File: src/rtl/dcache_if.sv
// dcache_if: CPU-side and memory-side signals of the data cache, with modports for the cache (slave) and its environment (master)
interface dcache_if #(
    parameter int DATA_WIDTH = 32,
    parameter int ADDR_WIDTH = 32
);
    logic                  rd_en_i;
    logic                  wr_en_i;
    logic [ADDR_WIDTH-1:0] addr_i;
    logic [DATA_WIDTH-1:0] data_i;
    logic [DATA_WIDTH-1:0] data_o;
    logic                  stall_o;
    logic                  mem_req_o;
    logic                  mem_we_o;
    logic [ADDR_WIDTH-1:0] mem_addr_o;
    logic [DATA_WIDTH-1:0] mem_wdata_o;
    logic [DATA_WIDTH-1:0] mem_rdata_i;
    logic                  mem_ack_i;
    logic [31:0]           hit_count_o;
    logic [31:0]           miss_count_o;

    modport slave (
        input  rd_en_i, wr_en_i, addr_i, data_i, mem_rdata_i, mem_ack_i,
        output data_o, stall_o, mem_req_o, mem_we_o, mem_addr_o, mem_wdata_o,
               hit_count_o, miss_count_o
    );

    modport master (
        output rd_en_i, wr_en_i, addr_i, data_i, mem_rdata_i, mem_ack_i,
        input  data_o, stall_o, mem_req_o, mem_we_o, mem_addr_o, mem_wdata_o,
               hit_count_o, miss_count_o
    );
endinterface

File: src/rtl/dcache.sv
// dcache: direct-mapped write-through no-write-allocate data cache; define DCACHE_STATS_EN for hit/miss counters
module dcache #(
    parameter int DATA_WIDTH = 32,
    parameter int ADDR_WIDTH = 32,
    parameter int SETS       = 8
) (
    input logic     clk_i,
    input logic     rst_i,
    dcache_if.slave bus
);
    localparam int IDX_W = $clog2(SETS);
    localparam int TAG_W = ADDR_WIDTH - IDX_W - 2;

    typedef enum logic [1:0] {IDLE, RD_WAIT, WR_WAIT, DONE} stateT;

    stateT                 curState, nextState;
    logic [SETS-1:0]       lineValid;
    logic [TAG_W-1:0]      lineTag [SETS];
    logic [DATA_WIDTH-1:0] lineData [SETS];
    logic [DATA_WIDTH-1:0] respData;
    logic [IDX_W-1:0]      index;
    logic [TAG_W-1:0]      tag;
    logic                  hit, isRead, ackRd, ackWr;

    assign index  = bus.addr_i[IDX_W+1:2];
    assign tag    = bus.addr_i[ADDR_WIDTH-1:IDX_W+2];
    assign hit    = lineValid[index] && lineTag[index] == tag;
    assign isRead = bus.rd_en_i && !bus.wr_en_i;
    assign ackRd  = curState == RD_WAIT && bus.mem_ack_i;
    assign ackWr  = curState == WR_WAIT && bus.mem_ack_i;

    // The CPU holds its request stable while stalled, so the memory address and write data come straight from it
    assign bus.mem_addr_o  = bus.addr_i & ~ADDR_WIDTH'(3);
    assign bus.mem_wdata_o = bus.data_i;

    // State register
    always_ff @(posedge clk_i) begin
        if (rst_i) curState <= IDLE;
        else       curState <= nextState;
    end

    // Next-state and handshake outputs
    always_comb begin
        nextState     = curState;
        bus.stall_o   = 1'b0;
        bus.data_o    = '0;
        bus.mem_req_o = 1'b0;
        bus.mem_we_o  = 1'b0;
        case (curState)
            IDLE: begin
                if (bus.wr_en_i) begin
                    bus.stall_o = 1'b1;
                    nextState   = WR_WAIT;
                end else if (bus.rd_en_i) begin
                    bus.stall_o = !hit;
                    bus.data_o  = hit ? lineData[index] : '0;
                    nextState   = hit ? IDLE : RD_WAIT;
                end
            end
            RD_WAIT: begin
                bus.stall_o   = 1'b1;
                bus.mem_req_o = 1'b1;
                nextState     = bus.mem_ack_i ? DONE : RD_WAIT;
            end
            WR_WAIT: begin
                bus.stall_o   = 1'b1;
                bus.mem_req_o = 1'b1;
                bus.mem_we_o  = 1'b1;
                nextState     = bus.mem_ack_i ? DONE : WR_WAIT;
            end
            default: begin
                bus.data_o = respData;
                nextState  = IDLE;
            end
        endcase
    end

    // Valid bits and response register; a write completion clears the response so DONE shows 0
    always_ff @(posedge clk_i) begin
        if (rst_i) begin
            lineValid <= '0;
            respData  <= '0;
        end else if (ackRd) begin
            lineValid[index] <= 1'b1;
            respData         <= bus.mem_rdata_i;
        end else if (ackWr) begin
            respData <= '0;
        end
    end

    // Tag and data storage: fill on read miss, update on write hit, never allocate on write miss
    always_ff @(posedge clk_i) begin
        if (!rst_i && ackRd) begin
            lineTag[index]  <= tag;
            lineData[index] <= bus.mem_rdata_i;
        end else if (!rst_i && ackWr && hit) begin
            lineData[index] <= bus.data_i;
        end
    end

`ifdef DCACHE_STATS_EN
    logic [31:0] hitCount, missCount;

    // Saturating hit/miss counters, reads only
    always_ff @(posedge clk_i) begin
        if (rst_i) begin
            hitCount  <= '0;
            missCount <= '0;
        end else if (curState == IDLE && isRead) begin
            if (hit && hitCount != '1)   hitCount  <= hitCount + 32'd1;
            if (!hit && missCount != '1) missCount <= missCount + 32'd1;
        end
    end

    assign bus.hit_count_o  = hitCount;
    assign bus.miss_count_o = missCount;
`else
    assign bus.hit_count_o  = '0;
    assign bus.miss_count_o = '0;
`endif
endmodule

File: src/flat_wrapper.sv
// flat-port wrapper written by rule: the top's interface ports become plain ports
module dcache_flat 
#(
    parameter int DATA_WIDTH = 32,
    parameter int ADDR_WIDTH = 32,
    parameter int SETS       = 8
)
  (clk_i, rst_i, bus_rd_en_i, bus_wr_en_i, bus_addr_i, bus_data_i, bus_mem_rdata_i, bus_mem_ack_i, bus_data_o, bus_stall_o, bus_mem_req_o, bus_mem_we_o, bus_mem_addr_o, bus_mem_wdata_o, bus_hit_count_o, bus_miss_count_o);
  dcache_if #(.DATA_WIDTH(DATA_WIDTH), .ADDR_WIDTH(ADDR_WIDTH)) bus_i ();
  input logic clk_i;
  input logic rst_i;
  input wire logic [$bits(bus_i.rd_en_i)-1:0] bus_rd_en_i;
  input wire logic [$bits(bus_i.wr_en_i)-1:0] bus_wr_en_i;
  input wire logic [$bits(bus_i.addr_i)-1:0] bus_addr_i;
  input wire logic [$bits(bus_i.data_i)-1:0] bus_data_i;
  input wire logic [$bits(bus_i.mem_rdata_i)-1:0] bus_mem_rdata_i;
  input wire logic [$bits(bus_i.mem_ack_i)-1:0] bus_mem_ack_i;
  output wire logic [$bits(bus_i.data_o)-1:0] bus_data_o;
  output wire logic [$bits(bus_i.stall_o)-1:0] bus_stall_o;
  output wire logic [$bits(bus_i.mem_req_o)-1:0] bus_mem_req_o;
  output wire logic [$bits(bus_i.mem_we_o)-1:0] bus_mem_we_o;
  output wire logic [$bits(bus_i.mem_addr_o)-1:0] bus_mem_addr_o;
  output wire logic [$bits(bus_i.mem_wdata_o)-1:0] bus_mem_wdata_o;
  output wire logic [$bits(bus_i.hit_count_o)-1:0] bus_hit_count_o;
  output wire logic [$bits(bus_i.miss_count_o)-1:0] bus_miss_count_o;
  assign bus_i.rd_en_i = bus_rd_en_i;
  assign bus_i.wr_en_i = bus_wr_en_i;
  assign bus_i.addr_i = bus_addr_i;
  assign bus_i.data_i = bus_data_i;
  assign bus_i.mem_rdata_i = bus_mem_rdata_i;
  assign bus_i.mem_ack_i = bus_mem_ack_i;
  assign bus_data_o = bus_i.data_o;
  assign bus_stall_o = bus_i.stall_o;
  assign bus_mem_req_o = bus_i.mem_req_o;
  assign bus_mem_we_o = bus_i.mem_we_o;
  assign bus_mem_addr_o = bus_i.mem_addr_o;
  assign bus_mem_wdata_o = bus_i.mem_wdata_o;
  assign bus_hit_count_o = bus_i.hit_count_o;
  assign bus_miss_count_o = bus_i.miss_count_o;
  dcache #(.DATA_WIDTH(DATA_WIDTH), .ADDR_WIDTH(ADDR_WIDTH), .SETS(SETS)) u_core (.clk_i(clk_i), .rst_i(rst_i), .bus(bus_i));
endmodule
File: config.mk
export PLATFORM = sky130hd
export DESIGN_NAME = dcache_flat
export DESIGN_NICKNAME = d
export VERILOG_FILES = /design/src/rtl/dcache_if.sv /design/src/rtl/dcache.sv /design/src/flat_wrapper.sv
export SDC_FILE = /design/constraint.sdc
export NUM_CORES = 1
export LEC_CHECK = 0
export ABC_AREA = 0
export CAP_MARGIN = 20
export CORE_MARGIN = 3
export CORE_UTILIZATION = 56
export CTS_BUF_LIST = sky130_fd_sc_hd__clkbuf_4 sky130_fd_sc_hd__clkbuf_8 sky130_fd_sc_hd__clkbuf_16
export DETAILED_ROUTE_END_ITERATION = 8
export PLACE_DENSITY = 0.89
export RECOVER_POWER = 100
export SETUP_SLACK_MARGIN = 0.05
export SYNTH_ARGS = -nofsm -noshare
export SYNTH_HDL_FRONTEND = slang
export SYNTH_SLANG_ARGS = --single-unit
File: constraint.sdc
create_clock -name clk_i -period 9.7 [get_ports clk_i]
set_clock_uncertainty 0.2 [all_clocks]
set_input_delay 2.91 -clock clk_i [delete_from_list [all_inputs] [get_ports clk_i]]
set_output_delay 2.91 -clock clk_i [all_outputs]
set_load 0.005 [all_outputs]
# Word-level counts from Yosys, hierarchy flattened
# Memory sizes are Yosys's and may differ from the RTL's.
# Cells that the tools add are included.
[word_totals]
ff_bits = 42
romBits = 0
word_cells = 52
mem_bits_rw = 472
memories = 2
latchBits = 0
inputBits = 101
[mem_list]
columns = ["memory", "words", "word_bits", "rd", "rd_ports_with_merged_regs", "write_ports", "line_no", "rtl"]
rows = [
  ["u_core.lineData", 8, 32, 1, 0, 1, "dcache.sv:19", "logic [DATA_WIDTH-1:0] lineData [SETS];"],
  ["u_core.lineTag", 8, 27, 1, 0, 1, "dcache.sv:18", "logic [TAG_W-1:0] lineTag [SETS];"],
]
[op_classes]
shift = 0
div_mod_pow = 0
bitwise = 2
reduce_logical = 12
magnitude_cmp = 2
eq_ne = 4
mux = 27
add_sub_neg = 0
mul = 0
[ops]
columns = ["cell", "count"]
rows = [
  ["$mux W32", 6],
  ["$pmux W32 S2", 1],
  ["$eq A27 B27 Y1", 1],
  ["$mux W1", 13],
  ["$or A8 B8 Y8", 1],
  ["$logic_and A1 B1 Y1", 7],
  ["$mux W2", 3],
  ["$pmux W2 S3", 1],
  ["$lt A3 B4 Y1 const B", 1],
  ["$bmux W1 S3", 1],
  ["$demux W1 S3", 1],
  ["$ge A3 B1 Y1 const B", 1],
  ["$ne A3 B3 Y1 const B", 1],
  ["$eq A2 B1 Y1 const B", 1],
  ["$eq A2 B2 Y1 const B", 1],
  ["$logic_not A1 Y1", 2],
  ["$logic_not A2 Y1", 1],
  ["$pmux W1 S2", 1],
  ["$reduce_bool A2 Y1", 1],
  ["$reduce_or A2 Y1", 1],
  ["$or A1 B1 Y1", 1],
]

# Logic depth before layout (Yosys ltp)
# Gate-level depths: netlist of run 1.
[depth]
word_depth = 8
ltp_mapped = 13
depth_no_buf = 8

# Worst setup path after synthesis of run 1
# Ideal clock, no wire load.
[synth_path]
path_kind = "input port to output port"
startpoint = "input bus_addr_i[3]"
endpoint = "output bus_data_o[11]"
cell_stages = 11
t_arrival_ns = 5.231
slack_ns = 1.359
required_ns = 6.590
cell_sequence = "buf_6 -> buf_12 -> mux4_1 -> mux2i_1 -> xor2_1 -> o2111ai_1 -> nor4_1 -> nand4_1 -> or2_1 -> clkbuf_1 -> o21ai_0"
[synth_via]
elab_chain_len = 7
word_cells_on_any_way = 10
cone_classes = "eq/ne: 1; mux: 6; reduce/logical: 1; memory: 2"
[synth_rtl]
columns = ["element", "line_no", "rtl"]
rows = [
  ["start: declaration", "flat_wrapper.sv:14", "input wire logic [$bits(bus_i.addr_i)-1:0] bus_addr_i;"],
  ["$mem_v2 Z8 W27 / $bmux W1 S3 (equally long branches)", "-", ""],
  ["$eq A27 B27 Y1 / $mux W1 (equally long branches)", "dcache.sv:27", "assign hit = lineValid[index] && lineTag[index] == tag;"],
  ["$logic_and A1 B1 Y1", "dcache.sv:27", ""],
  ["$mux W32 *", "dcache.sv:56", "bus.data_o = hit ? lineData[index] : '0;"],
  ["$mux W32 *", "dcache.sv:54", "end else if (bus.rd_en_i) begin"],
  ["$mux W32 *", "dcache.sv:51", "if (bus.wr_en_i) begin"],
  ["$pmux W32 S2 *", "dcache.sv:49", "case (curState)"],
  ["end: declaration", "flat_wrapper.sv:18", "output wire logic [$bits(bus_i.data_o)-1:0] bus_data_o;"],
]
# Every way passes the cells marked *; elsewhere a longest branch is shown, timed or not. The select of a mux whose other input is x is not followed.

# Worst setup path after layout of run 1
[layout_path]
startpoint = "input bus_addr_i[2]"
endpoint = "output bus_data_o[25]"
# The elaborated chain is that of the path after synthesis.

==> results.ini, run 1 <==
[timing]
clock.fmax_mhz=104
finalCriticalPeriod_ns=9.57
setup_viol=0
tightest_slew_ns=2.62
rsz0062_at_grt=true
slew_headroom_pct=-74.9
fin_crit_sh_pct=98.7
maxSlewViolCount=451
hold_viol=0
fin_setup_tns_ns=0

[drt]
drt-initial-drc-count=1448
drt_first_pass_iters=7
post_drt_wl_per_cell_um=25.6
vias=13023
drt-total-wl_mm=53.0
drc=0
vias_per_cell=6.29
postRouteAntennaNets=0

[die]
rows=71
die_w_um=202
fp.dieH_um=202
die_area_um2=40700
pin_count=264
core_um2=37700
start_util_pct=56.9

[final_layout]
fin_util_pct=66.8
drive_above_1_share_pct=13.6
layout.cells.non_filler=2070
nets=1620
syn_to_final_growth_pct=17.3
fin_area_um2=25200
fillers=2357

[place]
dp_cells=1974
place_congestion=0.823
postPlaceCellArea_um2=23700
dp_hpwl_mm=31.4
port_buffers=195

[clocking]
cts.sinks=514
path_clk_slew_ns=0.06
clk_path_buf_depth=3
postCtsSetupBuffers=0
tritoncts=done
cts_hold_buf=0
cts_buffers=50
htreeDepth=2
root_buffer=clkbuf_16
clock_latency_ns=0.59

[critical_path]
cp-end-kind=output pin
critical_path_class=primary input to output pin
crit_fanout=20
cp.required_ns=6.59
cp.arrival_ns=6.46
cp-start-kind=primary input

[worst_hold_path]
hold_class=flop to flop

[pwr]
p_switching_mw=1.03
p_total_mw=4.81
internal_power_mw=3.79
peakVddDrop_mv=0.152
p_leak_nw=8.59
seqPwrFrac_pct=50.8
power_density_nw_per_um2=191
clkPwrFrac_pct=41.8
swShare_pct=21.3
combPwrFrac_pct=7.4

[yosys]
ys_seq_area_share_pct=70.0
syn_inst=1322
synth-seq-cells=514
async_reset_ff_share_pct=0
synth.cell_area_um2=21400
synth.distinct_cells=58
ys_dominant_reg_cell=edfxtp_1
yosys_warnings=0
syn_area_per_cell_um2=16.2
synth_edf_count=472

[global_routing]
use_met3_pct=6.02
grt_use_met1_pct=33.7
grt_usage_pct=25.4
grt_overflow=0
gr-max-usage-layer=met2
grt_use_met2_pct=41.1
grt_pass1_vias=13065
grt_antenna_before_repair=4
grt_max_degree=42
grt_pass1_wl_mm=79.1

[outcome]
violations=max-capacitance violations, max-slew violations
outcome=finished with violations

[job]
cap_viol_max_count=17

-- synthesized netlist by cell type (3+ instances only) --
cell type	number	area share, %
and2_1	3	0.088
nand4_1	6	0.18
clkbuf_1	42	0.74
mux4_1	10	1.2
nand2b_1	8	0.23
o22ai_1	80	2.3
a22oi_1	27	0.95
a22o_1	32	1.3
mux2_2	30	1.6
edfxtp_1	472	66
xor2_1	7	0.29
xnor2_1	4	0.16
inv_1	13	0.23
buf_1	5	0.088
o21ai_1	3	0.070
o21ai_0	44	1.0
o221ai_1	25	1.0
nand3b_1	8	0.28
or3_1	5	0.15
nor2b_1	4	0.12
a21bo_2	8	0.37
ha_1	4	0.23
mux2i_1	78	3.6
o211ai_1	3	0.11
nor3_1	13	0.30
or4_1	11	0.39
a31oi_1	4	0.12
and4_1	4	0.16
buf_6	3	0.16
a211oi_1	4	0.14
a21oi_1	6	0.14
buf_2	14	0.33
buf_4	132	4.6
nand3_1	7	0.16
mux4_2	22	2.3
dfxtp_1	42	3.9
buf_8	3	0.21
nand2_1	59	1.0
nor2_1	23	0.40
mux2_4	30	2.1
nor4_1	3	0.088
-- metal layers --
metal | up-vias | routed length, um
met5 | - | 0
met4 | 0 | 2150
met3 | 161 | 5820
met2 | 963 | 25600
met1 | 6456 | 19400
li1 | 5443 | -
-- repair_timing --
item                       CTS  global route
setup endpoints to repair   33            31
resized for setup            8             7
pin swaps                    0             1
gates cloned                 0             0
-- worst max-delay path, stage by stage --
cell           delay [ns]
buf_2                0.12
buf_4                0.18
nor2b_1              0.25
buf_4                0.26
nand2_1              0.10
a31oi_1              0.30
o22ai_1              0.23
a2111oi_4            0.40
buf_4                0.17
nand4_1              0.18
or2_4                0.36
buf_12               0.17
o21ai_0              0.17
dlygate4sd3_1        0.64
-- final timing paths --
| kind | cells after the start | end | from | slack, ns |
|---|---|---|---|---|
| min | 1 | u_core.respData[1] | u_core.respData[1] | 0.27 |
| max | 14 | bus_data_o[25] | bus_addr_i[2] | 0.13 |
| min reg2reg | 1 | u_core.respData[1] | u_core.respData[1] | 0.27 |
| max reg2reg | 11 | u_core.lineData[3][13] | u_core.lineTag[3][26] | 3.82 |
-- state kept, by name (all words and copies together), names as in the netlist --
signal            count
u_core.lineValid      8
u_core.lineTag      216
u_core.curState       2
u_core.lineData     256
u_core.respData      32
-- per-stage QoR --
stage / hold WS (ns) / setup WS, ns
detailed placement: 0.255 / -0.214
floorplan: 0.242 / 1.36
global placement: 0.255 / -0.00160
CTS: 0.276 / 0.106
finish: 0.275 / 0.125
global route: 0.290 / 0.0349
-- power groups by stage --
stage	Clock, mW	Sequential [mW]	Combinational [mW]
final	2.01	2.45	0.356
after global routing	2.12	2.45	0.377
after CTS	2.02	2.44	0.370
after detailed placement	0	2.49	0.360
after global placement	0	2.49	0.347
after floorplan	0	2.49	0.216
-- cells in the final DEF, fill, tap and decap left out, types with 9 or more instances in the layout --
cell type        netlist  routed
a22o_1                32      32
a22oi_1               27      27
buf_4                132      43
clkbuf_1              42      32
clkbuf_16              0      51
clkbuf_4               0      12
clkdlybuf4s50_1        0      73
clkinv_2               0       9
conb_1                 1      66
dfxtp_1               42      42
dlygate4sd3_1          0     119
edfxtp_1             472     472
inv_1                 13      13
mux2_1                 1      33
mux2_2                30      28
mux2i_1               78      78
mux4_1                10      10
mux4_2                22      22
nand2_1               59      59
nor2_1                23      14
nor2_2                 0       9
nor3_1                13      13
o21ai_0               44      41
o221ai_1              25      25
o22ai_1               80      80
or4_1                 11      11
-- cell families (layout without fill, tap and decap cells) --
kind of cell               after synthesis  after routing  synth area share (%)
other                                    1             69                0.0175
muxes                                  171            171                  10.9
DFF                                    514            514                  70.0
and+or+nand+nor                        165            165                  4.03
adders and majority gates                4              4                 0.233
xor gates and xnor gates                11             11                 0.449
buffers and inverters                  213            382                  6.46
AOI/OAI and AO/OA                      243            243                  7.88
-- layout make-up --
cell class / instances / area (um2) / share of cell area, %
Inverter: 13 / 48.8 / 0.194
Timing Repair Buffer: 276 / 2500 / 9.95
Multi-Input combinational cell: 660 / 5230 / 20.8
Tap cell: 511 / 639 / 2.54
Antenna cell: 3 / 7.51 / 0.0298
Clock inverter: 28 / 322 / 1.28
Clock buffer: 65 / 1390 / 5.54
Sequential cell: 514 / 15000 / 59.7
Note: power is estimated with default switching activity, not from simulation.
==> run 2: changes to the inputs <==
--- a/config.mk
+++ b/config.mk
@@ -8,10 +8,11 @@
 export ABC_AREA = 0
 export CAP_MARGIN = 20
 export CORE_MARGIN = 3
-export CORE_UTILIZATION = 56
+export CORE_UTILIZATION = 43
 export CTS_BUF_LIST = sky130_fd_sc_hd__clkbuf_4 sky130_fd_sc_hd__clkbuf_8 sky130_fd_sc_hd__clkbuf_16
+export CTS_CLUSTER_SIZE = 12
 export DETAILED_ROUTE_END_ITERATION = 8
-export PLACE_DENSITY = 0.89
+export PLACE_DENSITY = 0.73
 export RECOVER_POWER = 100
 export SETUP_SLACK_MARGIN = 0.05
 export SYNTH_ARGS = -nofsm -noshare
==> run 2 against run 1 <==
The flow still finishes with violations (max-capacitance violations, max-slew violations). Fmax grew 0.45%. Cell area grew 0.74%. Core utilization down 15 points. Clock power fell by 4%. Total power decreased by 1.9%. Cell count is 7.5% higher. Register-to-register slack is essentially flat. Sequential cell count did not move. Critical path depth rose by 1. Combinational power is 3% lower. Largest cell class unchanged.
==> results.ini, run 2 (synthesis gave the netlist of run 1 again) <==
[clocking]
cts_buffers=52
cts_hold_buf=0
clk_path_buf_depth=3
root_buffer=clkbuf_16
tritoncts=done
htreeDepth=2
cts.sinks=514
clock_latency_ns=0.59
path_clk_slew_ns=0.05

[critical_path]
critical_path_class=primary input to output pin
slowest_stage=dlygate4sd3_1
crit_buf_inv=7
cpMostUsedCell=buf_4
crit_chain=buf_8 -> buf_4 -> buf_4 -> mux4_1 -> mux2i_2 -> xor2_1 -> nand3_1 -> nor4_1 -> nand4_1 -> buf_4 -> or2_1 -> buf_12 -> buf_6 -> o21ai_0 -> dlygate4sd3_1
cp-start-kind=primary input
path_delay_family=buffers and inverters
cp-end-kind=output pin
cp.arrival_ns=6.42
cp.required_ns=6.59
cpPeakStageDelay_ns=0.60
crit_fanout=18

[place]
place_ws_ns=-0.333
dp_hpwl_mm=30.3
dp_cells=2133
place_congestion=0.770
port_buffers=195
postPlaceCellArea_um2=24000

[drt]
drt-initial-drc-count=909
vias_per_cell=5.53
drc=0
postRouteAntennaNets=0
post_drt_wl_per_cell_um=22.7
vias=12308
drt-total-wl_mm=50.5
drt_first_pass_iters=5

[die]
pin_count=264
die_w_um=229
rows=81
die_area_um2=52600
fp.dieH_um=229
core_um2=49100
start_util_pct=43.7

[pwr]
p_leak_nw=8.57
p_total_mw=4.72
seqPwrFrac_pct=51.8
clkPwrFrac_pct=40.9
p_switching_mw=1.00
internal_power_mw=3.72
swShare_pct=21.2
power_density_nw_per_um2=186
peakVddDrop_mv=0.202
combPwrFrac_pct=7.3

[timing]
tightest_slew_ns=2.45
maxSlewViolCount=506
rsz0062_at_grt=true
hold_viol=0
fin_crit_sh_pct=98.3
setup_viol=0
slew_headroom_pct=-63.5
finalCriticalPeriod_ns=9.53
clock.fmax_mhz=105
setup_ws_ns=0.169

[final_layout]
n_antenna_cell=0
fillers=3984
nets=1630
layout_common_cells=472 x edfxtp_1, 117 x dlygate4sd3_1, 80 x o22ai_1
fin_area_um2=25300
largest_reg_flops=256
drive_above_1_share_pct=14.0
syn_to_final_growth_pct=18.2
layout.cells.non_filler=2225
final_common_cell=edfxtp_1
top_register=u_core.lineData
regArea_um2=15000
multiInputGateArea_um2=5220
top_regs=u_core.lineData: 256 flops, u_core.lineTag: 216 flops, u_core.respData: 32 flops
fin_util_pct=51.7

[outcome]
violations=max-capacitance violations, max-slew violations
outcome=finished with violations

[worst_hold_path]
hold_class=flop to flop

[global_routing]
grt_usage_pct=18.8
grt_overflow=0
grt_pass1_vias=12532
grt_pass1_wl_mm=76.0
grt_antenna_before_repair=2
grt_max_degree=39

[job]
cap_viol_max_count=18

run 2: cell types whose count changed in the layout (fill, tap and decap cells not counted), moves of 3 or more:
cell / previous run / this run
clkbuf_4: 12 / 24
bufinv_16: 7 / 2
clkinv_2: 9 / 4
diode_2: 3 / 0
clkinv_1: 8 / 5
run 2: worst paths after layout:
| check | start | endpoint | slack (ns) | depth (start not counted) |
|---|---|---|---|---|
| max reg2reg | u_core.lineTag[5][15] | u_core.lineData[5][30] | 3.82 | 11 |
| min | u_core.respData[7] | u_core.respData[7] | 0.27 | 1 |
| max | bus_addr_i[3] | bus_data_o[20] | 0.17 | 15 |
| min reg2reg | u_core.respData[7] | u_core.respData[7] | 0.27 | 1 |
run 2: layout make-up:
| type | count | area share [%] |
|---|---|---|
| Clock buffer | 77 | 5.97 |
| Multi-Input combinational cell | 660 | 20.6 |
| Clock inverter | 13 | 0.499 |
| Tap cell | 664 | 3.28 |
| Timing Repair Buffer | 284 | 10.2 |
| Sequential cell | 514 | 59.2 |
| Inverter | 13 | 0.193 |
run 2: power by group through the flow:
| stage | clock network (mW) | registers [mW] | logic, mW |
|---|---|---|---|
| 2_1_floorplan | 0 | 2.49 | 0.216 |
| 3_3_place_gp | 0 | 2.49 | 0.353 |
| 3_5_place_dp | 0 | 2.49 | 0.361 |
| 4_1_cts | 1.96 | 2.44 | 0.366 |
| 5_1_grt | 2.06 | 2.45 | 0.372 |
| 6_report | 1.93 | 2.45 | 0.345 |
run 2: repair_timing:
item	in CTS	in global routing
resized for setup	4	9
endpoints found under the setup margin	32	19
pin swaps	1	2
setup buffers	2	0
run 2: routing by layer:
metal / track usage (%) / wire, um
met1: 24.5 / 20300
met2: 31.7 / 24900
met3: 3.89 / 4090
met4: 5.73 / 1240
met5: 0 / 23
run 2: metrics by stage:
stage               hold WS (ns)  setup TNS [ns]
floorplan                  0.242               0
CTS                        0.276               0
finish                     0.275               0
global route               0.292               0
detailed placement         0.256           -4.99
global placement           0.256           -2.63
==> variant 1, RTL diff (settings of run 1) <==
Build with the macro `DCACHE_STATS_EN` defined.
--- a/src/rtl/dcache.sv
+++ b/src/rtl/dcache.sv
@@ -1,4 +1,6 @@
 // dcache: direct-mapped write-through no-write-allocate data cache; define DCACHE_STATS_EN for hit/miss counters
+`define DCACHE_STATS_EN
+
 module dcache #(
     parameter int DATA_WIDTH = 32,
     parameter int ADDR_WIDTH = 32,
Behaviour: not the same (a bounded check fails within 4 cycles, from zero or initial values and one cycle with rst_i high).
==> variant 1 against run 1 <==
- the run still ends with capacitance limit, slew limit left
- final area up 19%
- sequential share of layout area shrank 5.1 points
- total power increased by 13%
- global-route usage increased by 0.68 points
- routed wire length is 16% higher
- register-to-register slack improved by 0.23 ns
- synthesized area rose by 15%
- sequential cell count grew 64
- via count is 26% higher
- critical path depth stayed put
- worst setup slack got worse by 0.024 ns
- critical endpoint is now bus_data_o[15]
- largest cell class unchanged
- highest routed layer unchanged
==> variant 1: results <==
status:
  status: "complete, but fails checks"
  violations: "capacitance limit, slew limit"
global_route:
  antenna_found_initial: 1
  grt_max_degree: 74
  grt_pass1_vias: 16600
  grt_pass1_wl_um: 94200
  grt_use_total: 0.261
finish:
  n_antenna_cell: 0
  buf_share: 0.114
  inv_count: 11
  multi_input_area_um2: 7440
  drive_above_1_share: 0.167
  reg_top3: "u_core.lineData x256, u_core.lineTag x216"
  num-fill-cells: 2764
  buffers: 378
worst_hold_path:
  min_from: "u_core.lineValid[3]"
pwr:
  power.leakage_nw: 10.7
logic_synthesis:
  yosysSeqAreaShare: 0.663
  synthTopCellsByCount: "472 x edfxtp_1, 106 x dfxtp_1, 104 x mux2i_1"
  ys_ff_latch: 578
  synthDistinctLibCells: 67
critical_path:
  crit_fanout: 8
  rr_endpoint: "u_core.lineData[7][1]"
  cpPeakStageDelay_ns: 0.66
  r2r-start: "u_core.lineTag[7][21]"
  rr_worst_depth: 13
  r2r_setup_slack_ns: 4.05
  endpoint: "bus_data_o[15]"
  cp_slowest_cell: "or4_4"
floorplanning:
  core_area_um2: 43200
drt:
  drt-total-wl_um: 61700
  drtIter0Drc: 1567
  dr.pass1.iters: 5
flow_run:
  max-cap-violations: 10
placed_design:
  port_buffers: 259
  place_hpwl_um: 37400
timing:
  worstMarginPinSlew_ns: 2.15
  whs_ns: 0.252
  slew_violations: 302
-- variant 1: cell count changes in the layout (fill, tap and decap cells not counted), moves of 24 or more --
| cell | delta |
|---|---|
| nand3_1 | +24 |
| nor2b_1 | +31 |
| conb_1 | -64 |
| nor2_1 | +42 |
| clkdlybuf4s50_1 | +67 |
| dlygate4sd3_1 | -25 |
| a21oi_1 | +28 |
| o22ai_1 | -46 |
| mux2_2 | +51 |
| dfxtp_1 | +64 |
| buf_4 | +38 |
| mux2i_1 | +26 |
| and3_1 | +25 |
| nand2_1 | +35 |
-- variant 1: metrics by stage --
| stage | power, mW | utilization | std cells |
|---|---|---|---|
| finish | 5.43 | 0.692 | 2611 |
| global placement | 3.21 | 0.647 | 2503 |
| floorplan | 3.03 | - | 1710 |
| global route | 5.60 | 0.692 | 2611 |
| CTS | 5.47 | 0.693 | 2609 |
| detailed placement | 3.23 | 0.647 | 2503 |
-- variant 1: cells by family after synthesis --
family / count (synthesis) / synth area share
AO/OA/AOI/OAI: 308 / 0.0862
AND/OR/NAND/NOR: 385 / 0.0825
buffers and inverters: 178 / 0.0403
XOR/XNOR: 8 / 0.00285
flip-flops: 578 / 0.663
multiplexers: 245 / 0.122
other: 1 / 0.000153
adder cells (fa/ha/maj): 6 / 0.00306
-- variant 1: power breakdown --
group | switching, mW | internal, mW
sequential | 0.0195 | 2.72
combinational | 0.259 | 0.190
clock | 0.913 | 1.33
total | 1.19 | 4.24
-- variant 1: repair_timing --
action	4_1_cts	5_1_grt
setup endpoints to repair	30	22
buffers inserted	1	2
resized for setup	22	30
pin swaps	4	2
cloned	2	0
-- variant 1: metal layers --
layer | track usage | routed length (um)
met1 | 0.328 | 23000
met2 | 0.454 | 31400
met3 | 0.0459 | 5350
met4 | 0.105 | 1970
met5 | 0 | 0
==> variant 2, RTL diff (settings of run 1) <==
Made on the original files. The 4 states of `stateT` get a one-hot encoding in 4 bits.
--- a/src/rtl/dcache.sv
+++ b/src/rtl/dcache.sv
@@ -11,7 +11,7 @@
     localparam int IDX_W = $clog2(SETS);
     localparam int TAG_W = ADDR_WIDTH - IDX_W - 2;
 
-    typedef enum logic [1:0] {IDLE, RD_WAIT, WR_WAIT, DONE} stateT;
+    typedef enum logic [3:0] {IDLE = 4'b0001, RD_WAIT = 4'b0010, WR_WAIT = 4'b0100, DONE = 4'b1000} stateT;
 
     stateT                 curState, nextState;
     logic [SETS-1:0]       lineValid;
Check against the original RTL: same outputs for any inputs over 4 cycles, from zero or initial values and one cycle with rst_i high; so few cycles prove little.
==> variant 2 against run 1 <==
- the run still ends with capacitance limit, slew limit left
- total power decreased by 3.0%
- sequential cell count up 2
- routed wire length decreased by 3.1%
- critical path type unchanged
- synthesized area rose by 0.38%
- worst setup slack better by 0.032 ns
- die area rose by 0.37%
- via count down 1.7%
- final area shrank 1.1%
==> variant 2: results <==
status:
  status: "complete, but fails checks"
  violations: "capacitance limit, slew limit"
timing:
  maxSlewHeadroom: -1.03
  slew_violations: 494
  whs_ns: 0.277
global_route:
  grt_use_total: 0.244
  grt_max_degree: 61
pwr:
  power.leakage_nw: 8.32
  peakVddDrop_mv: 0.165
finish:
  fin_util: 0.659
  nets: 1587
  num-fill-cells: 2431
  n_antenna_cell: 0
  drive_above_1_share: 0.142
critical_path:
  crit_fanout: 35
drt:
  met1Wirelength_um: 19000
  routed-wl-met2_um: 25000
  drtIter0Drc: 1538
  drt-total-wl_um: 51400
  dr.pass1.iters: 5
logic_synthesis:
  yosysSeqAreaShare: 0.699
  synthDistinctLibCells: 60
  synthTopCellsByArea: "edfxtp_1 66%, buf_4 4.7%, dfxtp_1 4.1%, mux4_2 3.3%, mux2i_1 3.2%"
flow_run:
  max-cap-violations: 18
placed_design:
  gp_congestion: 0.777
[variant 2: cell types whose count changed after synthesis, sizes merged, moves of 7 or more]
cell,change
o31ai,+16
mux2,+15
o22a,+14
a21oi,+12
buf,+11
mux2i,-9
o221ai,-9
a21bo,-8
clkbuf,-8
nand3b,-8
o21ai,-8
nor3,-7
o22ai,-7
[variant 2: worst paths after layout]
check | from | end | cells past startpoint
max | bus_addr_i[3] | bus_data_o[31] | 11
min | u_core.respData[15] | u_core.respData[15] | 1
max reg2reg | u_core.lineTag[7][10] | u_core.lineData[2][21] | 8
min reg2reg | u_core.respData[15] | u_core.respData[15] | 1
[variant 2: worst reg2reg max path: stages (launching register included)]
cell and delay [ns]:
edfxtp_1 0.38, mux4_2 0.48, mux2i_1 0.19, xor2_1 0.37
nand3_1 0.16, nor4_2 0.43, nand4_1 0.63, a21oi_1 2.46
clkbuf_1 0.72
[variant 2: timing repair]
item,CTS,global route
hold buffers,0,0
gates resized for setup,0,3
endpoints found under the setup margin,0,15
[variant 2: cells by family (layout without fill, tap and decap cells)]
family          after synthesis  after routing  share of synthesized area
flops                       516            516                      0.699
compound gates              251            251                     0.0812
buf+inv                     214            347                     0.0657
mux                         177            177                      0.111
simple gates                155            155                     0.0380
xor+xnor                     12             12                    0.00488
other cells                   1             66                   0.000174
[variant 2: cell type report]
class                           instances  area share
Multi-Input combinational cell        661       0.212
Tap cell                              511      0.0257
Clock buffer                           72      0.0575
Timing Repair Buffer                  248      0.0920
Clock inverter                         16     0.00634
Sequential cell                       516       0.605
Inverter                               11     0.00166
[variant 2: through the flow]
step / cells / setup slack [ns] / area, um2
after detailed placement: 1947 / 0.134 / 23500
after global placement: 1947 / 0.194 / 23500
final: 2035 / 0.157 / 24900
after floorplan: 1391 / 1.43 / 21800
after global routing: 2035 / 0.0570 / 24900
after CTS: 2035 / 0.0948 / 25100
[variant 2: layer usage]
layer,vias to the layer above,global-route usage
li1,5358,-
met1,6261,0.316
met2,1026,0.407
met3,158,0.0477
met4,0,0.103
met5,-,0
[variant 2: where the power goes]
| group | internal (mW) | switching, mW | total, mW |
|---|---|---|---|
| clock network | 1.08 | 0.810 | 1.89 |
| logic | 0.136 | 0.206 | 0.343 |
| registers | 2.43 | 0.00612 | 2.44 |
